<file path="config.mk">
export PLATFORM = sky130hd
export DESIGN_NAME = detector_flancos_lento
export DESIGN_NICKNAME = d
export VERILOG_FILES = /design/src/rtl/detector_pkg.sv /design/src/rtl/sincronizador.sv /design/src/rtl/detector_flancos_lento.sv
export SDC_FILE = /design/constraint.sdc
export NUM_CORES = 1
export LEC_CHECK = 0
export CAP_MARGIN = 20
export CORE_MARGIN = 3
export CORE_UTILIZATION = 50
export CTS_BUF_LIST = sky130_fd_sc_hd__clkbuf_16
export DETAILED_ROUTE_END_ITERATION = 8
export PLACE_DENSITY_LB_ADDON = 0.05
export SYNTH_ARGS = -nofsm -noshare
export SYNTH_HDL_FRONTEND = slang
export SYNTH_SLANG_ARGS = --single-unit
</file>
<file path="constraint.sdc">
create_clock -name clk_in -period 5.55 [get_ports clk_in]
set_clock_uncertainty 0.05 [all_clocks]
set_input_delay 1.11 -clock clk_in [delete_from_list [all_inputs] [get_ports clk_in]]
set_output_delay 1.11 -clock clk_in [all_outputs]
set_load 0.02 [all_outputs]
</file>
<file path="src/rtl/detector_pkg.sv">
// Shared types for the slow-edge detector: FSM state encoding
// and the counter saturation helper.
package detector_pkg;

   typedef enum logic [1:0] {
      ESPERA   = 2'd0,
      MIDIENDO = 2'd1,
      PARADO   = 2'd2
   } estado_t;

   // All-ones value for a counter of width w (w < 64).
   function automatic logic [63:0] sat_val(input int unsigned w);
      return (64'd1 << w) - 64'd1;
   endfunction

endpackage

</file>
<file path="src/rtl/sincronizador.sv">
// Parameterized flop chain bringing an asynchronous bit into clk_i.
// Ports: clk_i, rst_i (sync, active-high), d_i async in, q_o synced out.
module sincronizador #(
   parameter int STAGES = 2
) (
   input  logic clk_i,
   input  logic rst_i,
   input  logic d_i,
   output logic q_o
);

   logic [STAGES-1:0] chain_q;

   always_ff @(posedge clk_i) begin
      if (rst_i) begin
         chain_q <= '0;
      end else begin
         chain_q <= {chain_q[STAGES-2:0], d_i};
      end
   end

   assign q_o = chain_q[STAGES-1];

endmodule

</file>
<file path="src/rtl/detector_flancos_lento.sv">
// Slow square-wave receiver: synchronizes sig_in, emits rise/fall ticks,
// measures period and high time in clk_in cycles and flags a stalled input.
// Ports: clk_in, reset (sync, active-high), sig_in (async);
//   rise_tick/fall_tick one-cycle ticks, periodo/alto last measurement,
//   periodo_valid update pulse, timeout level while the input is stalled.
// Optional macro DETECTOR_DEGLITCH_EN: require DEGLITCH_CYCLES stable
//   cycles before the internal level follows the synchronized input.
module detector_flancos_lento
   import detector_pkg::*;
#(
   parameter int SYNC_STAGES     = 2,
   parameter int CNT_W           = 24,
   parameter int DEGLITCH_CYCLES = 4
) (
   input  logic             clk_in,
   input  logic             reset,
   input  logic             sig_in,
   output logic             rise_tick,
   output logic             fall_tick,
   output logic [CNT_W-1:0] periodo,
   output logic [CNT_W-1:0] alto,
   output logic             periodo_valid,
   output logic             timeout
);

   localparam logic [CNT_W-1:0] SAT = CNT_W'(sat_val(CNT_W));
   localparam logic [CNT_W-1:0] UNO = CNT_W'(1);

   logic sync_s;
   logic lvl;

   sincronizador #(
      .STAGES(SYNC_STAGES)
   ) u_sync (
      .clk_i(clk_in),
      .rst_i(reset),
      .d_i  (sig_in),
      .q_o  (sync_s)
   );

`ifdef DETECTOR_DEGLITCH_EN
   localparam int DG_W = $clog2(DEGLITCH_CYCLES + 1);

   logic [DG_W-1:0] dg_cnt_q, dg_cnt_d;
   logic            lvl_q, lvl_d;

   // Counter runs only while the synced input disagrees with lvl;
   // any agreement restarts the window, so short pulses vanish.
   always_comb begin
      lvl_d    = lvl_q;
      dg_cnt_d = '0;
      if (sync_s != lvl_q) begin
         if (dg_cnt_q == DG_W'(DEGLITCH_CYCLES - 1)) begin
            lvl_d = sync_s;
         end else begin
            dg_cnt_d = dg_cnt_q + DG_W'(1);
         end
      end
   end

   always_ff @(posedge clk_in) begin
      if (reset) begin
         lvl_q    <= 1'b0;
         dg_cnt_q <= '0;
      end else begin
         lvl_q    <= lvl_d;
         dg_cnt_q <= dg_cnt_d;
      end
   end

   assign lvl = lvl_q;
`else
   logic unused_dg;
   assign unused_dg = ^DEGLITCH_CYCLES;
   assign lvl       = sync_s;
`endif

   logic prev_q;
   logic rise_q, fall_q;

   always_ff @(posedge clk_in) begin
      if (reset) begin
         prev_q <= 1'b0;
         rise_q <= 1'b0;
         fall_q <= 1'b0;
      end else begin
         prev_q <= lvl;
         rise_q <= lvl & ~prev_q;
         fall_q <= ~lvl & prev_q;
      end
   end

   estado_t          state_q, state_d;
   logic [CNT_W-1:0] cnt_p_q, cnt_p_d;
   logic [CNT_W-1:0] cnt_h_q, cnt_h_d;
   logic             h_run_q, h_run_d;
   logic [CNT_W-1:0] periodo_q, periodo_d;
   logic [CNT_W-1:0] alto_q, alto_d;
   logic             valid_q, valid_d;
   logic             timeout_q, timeout_d;

   // The FSM acts on the registered ticks so every measurement is
   // aligned to the tick cycles seen by downstream logic.
   always_comb begin
      state_d   = state_q;
      cnt_p_d   = cnt_p_q;
      cnt_h_d   = cnt_h_q;
      h_run_d   = h_run_q;
      periodo_d = periodo_q;
      alto_d    = alto_q;
      valid_d   = 1'b0;
      timeout_d = timeout_q;
      unique case (state_q)
         ESPERA: begin
            if (rise_q) begin
               state_d = MIDIENDO;
               cnt_p_d = UNO;
               cnt_h_d = UNO;
               h_run_d = 1'b1;
            end
         end
         MIDIENDO: begin
            if (rise_q) begin
               // A rise on the saturation cycle still publishes.
               periodo_d = cnt_p_q;
               alto_d    = cnt_h_q;
               valid_d   = 1'b1;
               cnt_p_d   = UNO;
               cnt_h_d   = UNO;
               h_run_d   = 1'b1;
            end else if (cnt_p_q == SAT) begin
               state_d   = PARADO;
               timeout_d = 1'b1;
            end else begin
               cnt_p_d = cnt_p_q + UNO;
               // cnt_h only advances alongside cnt_p: alto <= periodo.
               if (fall_q) begin
                  h_run_d = 1'b0;
               end else if (h_run_q) begin
                  cnt_h_d = cnt_h_q + UNO;
               end
            end
         end
         PARADO: begin
            if (rise_q) begin
               state_d   = MIDIENDO;
               timeout_d = 1'b0;
               cnt_p_d   = UNO;
               cnt_h_d   = UNO;
               h_run_d   = 1'b1;
            end
         end
         default: begin
            state_d = ESPERA;
         end
      endcase
   end

   always_ff @(posedge clk_in) begin
      if (reset) begin
         state_q   <= ESPERA;
         cnt_p_q   <= '0;
         cnt_h_q   <= '0;
         h_run_q   <= 1'b0;
         periodo_q <= '0;
         alto_q    <= '0;
         valid_q   <= 1'b0;
         timeout_q <= 1'b0;
      end else begin
         state_q   <= state_d;
         cnt_p_q   <= cnt_p_d;
         cnt_h_q   <= cnt_h_d;
         h_run_q   <= h_run_d;
         periodo_q <= periodo_d;
         alto_q    <= alto_d;
         valid_q   <= valid_d;
         timeout_q <= timeout_d;
      end
   end

   assign rise_tick     = rise_q;
   assign fall_tick     = fall_q;
   assign periodo       = periodo_q;
   assign alto          = alto_q;
   assign periodo_valid = valid_q;
   assign timeout       = timeout_q;

endmodule

</file>
# Word level (Yosys, flattened, before mapping)
# Index checks and enable logic that the tools add are counted.
# word_totals
ram_bits,0
output_inout_bits,52
elab_cells,64
memories,0
mem_bits_ro,0
register_bits,106
latchBits,0
in_bits,3
# op_classes
n_reduce_logical,11
add_sub_neg,2
muxes,23
multipliers,0
n_eq_ne,11
bitwise_logic,5
shift,0
div,0
order_cmp,0
# ops
operator,n
24-bit two-way mux,7
24-bit one-hot mux with 2 select lines,2
"24-bit by 1-bit adder with 24-bit output, second input constant",2
"24-bit == test, second input constant",1
"3-bit inequality test, second input constant",4
1-bit two-way mux,8
4-bit AND reduction,2
2-bit two-way mux,3
"2-bit inequality test, second input constant",3
3-bit AND reduction,2
5-bit AND reduction,1
1-bit one-hot mux with 2 select lines,2
2-bit one-hot mux with 2 select lines,1
2-bit nonzero test,2
2-bit OR reduction,2
1-bit inverter,3
1-bit AND,2
"2-bit by 1-bit == test with 1-bit output, second input constant",1
"2-bit == test, second input constant",1
2-bit zero test,1
"2-bit by 1-bit inequality test with 1-bit output, second input constant",1
2-bit AND reduction,1

# Logic depth before layout (Yosys ltp)
# Gate-level depths: netlist of run 1.
# logic_depth
depth_word,6
depth_mapped,8
mapped_depth_nobuf,6

# Hierarchy
# A second synthesis of run 1 with hierarchy kept.
# hier_totals
cells_unflattened,574
area_unflattened_um2,4595.7
# by_module_without_submodules
module,cells_per_inst,area_per_inst_um2,seq_area_each_um2,instances
detector_flancos_lento,570,4543.1,2082.0,1
sincronizador,4,52.6,40.0,1

# Least setup slack after synthesis of run 1
# OpenSTA, ideal clock, no wires.
# synth_path
path_kind,input -> register
startpoint,input port reset
endpoint,register alto_q[10] (netlist: alto[10])
t_arrival_ns,1.972
path_slack_ns,3.396
setup_time_ns,0.132
path_stages,4
path_buffers,3
required_time_ns,5.368
path_cell_list,clkbuf_1 > buf_1 > clkbuf_1 > a21oi_1
# synth_rtl
item,line,source
from (decl),detector_flancos_lento.sv:16,"input logic reset,"
to (signal assigned),detector_flancos_lento.sv:175,alto_q <= alto_d;
to (decl),detector_flancos_lento.sv:98,"logic [CNT_W-1:0] alto_q, alto_d;"
# No word-level cell between the ends.

==> metrics.md, run 1 <==
| Metric | Value |
|---|---|
| Status | finished clean |
| CORE AREA | 0.00928 mm² |
| Seq/Total Area, Yosys | 44.3% |
| Drt drc | 0 |
| Max_cap viols | 0 |
| Clock buffer depth | 2 |
| Hold_buf cts | 0 |
| Distinct cells, synth | 66 |
| CP Max Fanout | 46 |
| Clock Root Buffer | clkbuf_16 |
| Crit path cell chain | buf_2, buf_4, nor2_1, o21ai_1, o221ai_1 |
| DIE WIDTH | 104 µm |
| Cell taking the most area after synthesis | dfxtp_1 |
| Syn Std Cell Area | 0.00479 mm² |
| Final setup TNS | 0 ns |
| Sequential Power Share | 55.0% |
| Worst-Margin Slew | 0.970 ns |
| WS Path Type | in2reg |
| DP Wirelength | 7930 µm |
| Layout area overhead | 17.5% |
| GR Overflow Total | 0 |
| Synth async-reset ratio | 0% |
| Reg2reg setup slack | 2.71 ns |
| I/O Buffers | 54 |
| Most frequent cell after synthesis | nand2_1 |
| Sink Count | 106 |
| First-pass GRT wire length | 19900 µm |
| CTS tree | yes |
| Initial Util | 51.6% |
| CTS clk-pin slew, worst paths | 0.07 ns |
| Setup bufs post-CTS | 0 |
| Ports | 55 |
| Pwr per Cell Area | 247 mW/mm² |
| Clk_lat worst skew | 0.35 ns |
| Int Power | 1.07 mW |
| CP startpoint | reset |
| Slew headroom | 34.8% |
| Setup crit end kind | register |
| Minimum clock period | 3.02 ns |
| Largest net degree at the start of global routing | 47 |
| Synthesized Nets | 594 |
| Largest cells by area after synthesis | dfxtp_1 44%, nand2_1 9.6%, a21oi_1 7.7% |
| Row count | 35 |
| Final Cycle Share | 54.4% |
| WHS Endpoint | fall_tick |
| R2R cell count | 5 |
| Vias in the first global route | 4200 |
| Cts repair resizes | 0 |
| Final setup viols | 0 |
| Final wirelength | 11700 µm |
| Hold depth | 1 |
| DIE HEIGHT | 104 µm |
| Average size of a mapped cell | 8.13 µm² |
| CP arrival | 3.15 ns |
| Worst Hold Launch | u_sync.chain_q[1] |
| Syn. warnings | 0 |
| Crit-path slowest cell | o21ai_1 |
| CP required | 5.68 ns |
| Combinational group share of total power | 2.5% |
| Switching portion of total power | 22.7% |
| Filler Cells Inserted | 857 |
| Total CTS buffers | 9 |
| RSZ-0062 raised after global routing | no |
| Worst setup SP type | input port |
| Reg2reg start | state_q[0] |
| Switching power total | 0.316 mW |
| Top cells by count, synth | 123 x nand2_1, 106 x dfxtp_1, 74 x a21oi_1 |
| Post-synth top flop | dfxtp_1 |
| Drt first-iter violations | 293 |
| Leakage | 1.70 nW |
| Die area | 0.0108 mm² |
| Post-synth EDFFs | 0 |
| Clock power frac | 42.5% |
| Final Max Slew Viols | 0 |
| Final ANT Viol Nets | 0 |
| GPL Wtd Cong | 0.858 |
| Max VDD drop | 0.133 mV |
| R2R Path End | cnt_h_q[11] |
| ANT cells | 0 |
| Wire per inst | 15.4 µm |
| H-tree depth | 3 |
| Via count | 4454 |
| Slowest stage delay, CP | 0.54 ns |
| Pre-Repair DR Iteration Count | 5 |
| Flops & latches, synth | 106 |
| Layout Utilization | 60.6% |
| Tot GR Track Use | 21.7% |
| Top-area cell type share of the netlist area | 44.3% |
| Layout net count | 629 |
| Via density | 5.88 |
| Worst min-delay path class | reg2reg |
| Share of post-route cells with drive strength above 1 | 6.20% |
| FMAX | 331 MHz |
| Initial antenna violation count | 0 |
| Cells after synthesis | 589 |
| Hold Fails Final Rpt | 0 |
[final cells by class]
type,instances,area [µm²],share of cell area (%)
sequential,106,2120,37.7
clock buffer,9,225,4.00
tap,129,161,2.87
multi-input combinational,431,2440,43.4
clock inverter,7,46.3,0.823
timing repair buffer,57,558,9.92
inverter,19,71.3,1.27
[registers in the layout, summed over array words and instances, names as in the netlist]
register        count
fall_tick           1
prev_q              1
state_q             2
alto               24
h_run_q             1
rise_tick           1
cnt_p_q            24
u_sync.chain_q      2
periodo_valid       1
cnt_h_q            24
periodo            24
timeout             1
[cell families (layout without fill, tap and decap cells)]
| logic type | after synthesis | in the layout | synth area share (%) |
|---|---|---|---|
| xor+xnor | 1 | 1 | 0.183 |
| fa+ha+maj | 2 | 2 | 0.522 |
| compound gates | 164 | 164 | 22.3 |
| flops | 106 | 106 | 44.3 |
| buf+inv | 52 | 92 | 4.73 |
| simple gates | 264 | 264 | 28.0 |
[worst max-delay path by stage]
stage	end	slack, ns	cells after the start
2_1_floorplan	alto[10]	3.40	4
3_3_place_gp	cnt_h_q[22]	2.26	5
3_5_place_dp	cnt_h_q[22]	2.17	5
4_1_cts	cnt_h_q[22]	2.52	5
5_1_grt	cnt_h_q[22]	2.30	5
6_report	cnt_h_q[22]	2.53	5
[critical path: cells and delay by family]
family,cells,cell delay [ns]
buffers and inverters,2,0.99
AND/OR/NAND/NOR,1,0.21
AO/OA/AOI/OAI,2,0.79
[metrics by stage]
step	cell area, µm²	power (mW)	hold slack (ns)	worst slack [ns]	std cells
2_1_floorplan	4790	0.810	0.333	3.40	589
3_3_place_gp	5360	0.817	0.340	2.26	742
3_5_place_dp	5360	0.818	0.350	2.17	742
4_1_cts	5630	1.40	0.360	2.52	758
5_1_grt	5630	1.44	0.383	2.30	758
6_report	5630	1.39	0.358	2.53	758
[metal layers]
layer / up-vias / GRT usage [%] / wire, µm
met2: 132 / 34.5 / 5240
met5: - / 0 / 0
met1: 2099 / 30.6 / 5600
met3: 17 / 2.92 / 656
met4: 0 / 7.31 / 170
li1: 2206 / - / -
[power by group through the flow]
stage | Sequential [mW] | Combinational (mW) | Clock [mW]
after floorplan | 0.782 | 0.0276 | 0
after global placement | 0.783 | 0.0339 | 0
after detailed placement | 0.783 | 0.0346 | 0
after CTS | 0.766 | 0.0348 | 0.600
after global routing | 0.766 | 0.0391 | 0.632
final | 0.766 | 0.0347 | 0.591
[placed cells by master, fill, tap and decap left out, types with 4 or more instances in the layout]
master           count
a21oi_1             74
a311oi_1             6
a31oi_1             10
a41oi_1              4
and2_1               6
and3_1               8
and4_1               4
clkbuf_16            9
clkdlybuf4s50_1     53
dfxtp_1            106
inv_1               20
nand2_1            123
nand2b_1             7
nand3_1             19
nand4_1             18
nor2_1              18
nor2b_1              7
nor3_1              12
nor4_1               9
o211ai_1             6
o21a_1               6
o21ai_0              8
o21ai_1             12
o31ai_1              8
or3_1                7
or4_1                4
No activity file was read; power rests on OpenSTA's default activity.
==> run 2: changes to the inputs <==
==> constraint.sdc (replaced) <==
create_clock -name clk_in -period 2.99 [get_ports clk_in]
set_clock_uncertainty 0.05 [all_clocks]
set_input_delay 0.598 -clock clk_in [delete_from_list [all_inputs] [get_ports clk_in]]
set_output_delay 0.598 -clock clk_in [all_outputs]
set_load 0.02 [all_outputs]
==> run 2 against run 1 <==
  * Design area rose by 1.4%
  * Combinational power rose by 100%
  * Register-to-register slack worse by 2.3 ns
  * Critical path depth is 1 higher
  * Cell count increased by 1.3%
  * Count of clock-buffer cells in the layout unchanged
  * Clock power grew 83%
  * Power rose by 85%
  * Highest routed layer unchanged
==> metrics.md, run 2 (synthesized netlist as in run 1, its figures left out) <==
| Metric | Value |
|---|---|
| Status | finished clean |
| Worst-Margin Slew | 0.957 ns |
| Combinational group share of total power | 2.8% |
| Leakage | 1.75 nW |
| CP required | 3.10 ns |
| Most common cell after layout, fill and taps aside | nand2_1 |
| Hold_buf cts | 0 |
| Setup crit end kind | register |
| DIE WIDTH | 104 µm |
| Share of post-route cells with drive strength above 1 | 7.82% |
| Vias in the first global route | 4149 |
| Switching portion of total power | 22.4% |
| Clock Root Buffer | clkbuf_16 |
| Hold Fails Final Rpt | 0 |
| Clock power frac | 42.0% |
| Drt drc | 0 |
| Pre-Repair DR Iteration Count | 5 |
| Drt first-iter violations | 279 |
| Slew headroom | 35.7% |
| Reg2reg setup slack | 0.46 ns |
| Worst setup SP type | register |
| Sink Count | 106 |
| WHS Endpoint | rise_tick |
| Slowest stage delay, CP | 0.52 ns |
| Most frequent cells in the layout | 123 x nand2_1, 106 x dfxtp_1, 74 x a21oi_1 |
| Wire per inst | 15.1 µm |
| Crit path cell chain | ha_1, nand4_1, or4_4, or2_1, nand2_2, o221ai_1 |
| GR Overflow Total | 0 |
| Layout net count | 640 |
| Int Power | 2.00 mW |
| Sequential Power Share | 55.2% |
| Filler Cells Inserted | 851 |
| Worst Hold Launch | prev_q |
| Final ANT Viol Nets | 0 |
| Final wirelength | 11600 µm |
| Initial antenna violation count | 0 |
| Via density | 5.74 |
| Cts repair resizes | 0 |
| Largest net degree at the start of global routing | 50 |
| CP Max Fanout | 19 |
| Crit-path slowest cell | or2_1 |
| Max_cap viols | 0 |
| Final Cycle Share | 84.7% |
| Initial Util | 51.6% |
| Reg2reg start | cnt_p_q[1] |
| DIE HEIGHT | 104 µm |
| GPL Wtd Cong | 0.860 |
| CP Buf/Inv Count | 0 |
| Final setup TNS | 0 ns |
| First-pass GRT wire length | 20200 µm |
| Ports | 55 |
| Total CTS buffers | 9 |
| Placed cells | 753 |
| CORE AREA | 0.00928 mm² |
| Layout area overhead | 19.1% |
| FMAX | 395 MHz |
| R2R cell count | 6 |
| Tot GR Track Use | 22.1% |
| Via count | 4411 |
| I/O Buffers | 54 |
| Clock buffer depth | 2 |
| CTS clk-pin slew, worst paths | 0.07 ns |
| H-tree depth | 3 |
| RSZ-0062 raised after global routing | no |
| Final Max Slew Viols | 0 |
| Final non-filler cell total | 768 |
| Pwr per Cell Area | 451 mW/mm² |
| Final setup viols | 0 |
| Delay-heaviest family, CP | simple AND/OR/NAND/NOR gates |
| WS Path Type | reg2reg |
| Clk_lat worst skew | 0.34 ns |
| Worst min-delay path class | reg2reg |
| Minimum clock period | 2.53 ns |
| CP arrival | 2.65 ns |
| ANT cells | 0 |
| Row count | 35 |
| DP Wirelength | 8150 µm |
| R2R Path End | cnt_h_q[22] |
| Switching power total | 0.576 mW |
| Max VDD drop | 0.227 mV |
| Setup bufs post-CTS | 0 |
| Die area | 0.0108 mm² |
| CTS tree | yes |
| Hold depth | 1 |
-- run 2: changes by cell type in the layout (fill, tap and decap cells not counted) --
cell,change
clkinv_4,-2
clkinvlp_4,+1
clkinv_1,-1
inv_6,+1
buf_4,+11
-- run 2: area by class of cell --
class | count | area [µm²] | area share, %
multi-input cells | 431 | 2440 | 42.8
flip-flops and latches | 106 | 2120 | 37.2
repair buffers | 68 | 641 | 11.2
clock buffers | 9 | 225 | 3.95
well taps | 129 | 161 | 2.83
inverters | 19 | 71.3 | 1.25
clock inverters | 6 | 41.3 | 0.724
-- run 2: worst register-to-register path: cells and delay by family, from the launching register on --
family	cells	cell delay [ns]
AO/OA/AOI/OAI	1	0.17
adder cells (fa/ha/maj)	1	0.24
flip-flops	1	0.38
AND/OR/NAND/NOR	4	1.51
-- run 2: power by group through the flow --
stage | registers, mW | logic, mW | clock network, mW
6_report | 1.42 | 0.0711 | 1.08
5_1_grt | 1.42 | 0.0782 | 1.16
4_1_cts | 1.42 | 0.0705 | 1.10
3_5_place_dp | 1.45 | 0.0704 | 0
3_3_place_gp | 1.45 | 0.0697 | 0
2_1_floorplan | 1.45 | 0.0512 | 0
-- run 2: through the flow --
| step | power (mW) | utilization [%] | cell area (µm²) | worst slack [ns] | hold slack (ns) |
|---|---|---|---|---|---|
| after floorplan | 1.50 | - | 4790 | 0.977 | 0.333 |
| after global placement | 1.52 | 58.6 | 5440 | 0.588 | 0.339 |
| after detailed placement | 1.52 | 58.6 | 5440 | 0.487 | 0.352 |
| after CTS | 2.60 | 61.5 | 5710 | 0.448 | 0.363 |
| after global routing | 2.66 | 61.5 | 5710 | 0.285 | 0.382 |
| final | 2.57 | 61.5 | 5710 | 0.458 | 0.360 |
-- run 2: worst max path at each step --
stage,from,endpoint,depth (start not counted)
after floorplan,cnt_p_q[0],cnt_h_q[23],8
after global placement,cnt_p_q[0],cnt_h_q[22],6
after detailed placement,cnt_p_q[1],cnt_h_q[22],6
after CTS,cnt_p_q[1],cnt_h_q[22],6
after global routing,cnt_p_q[1],cnt_h_q[22],6
final,cnt_p_q[1],cnt_h_q[22],6
-- run 2: per-layer routing --
layer	vias to the layer above	global-route usage (%)	part of all wire, %
met4	0	7.41	1.5
met2	109	34.1	44
met5	-	0	0
met1	2055	31.9	50
met3	17	2.98	4.7
li1	2230	-	-
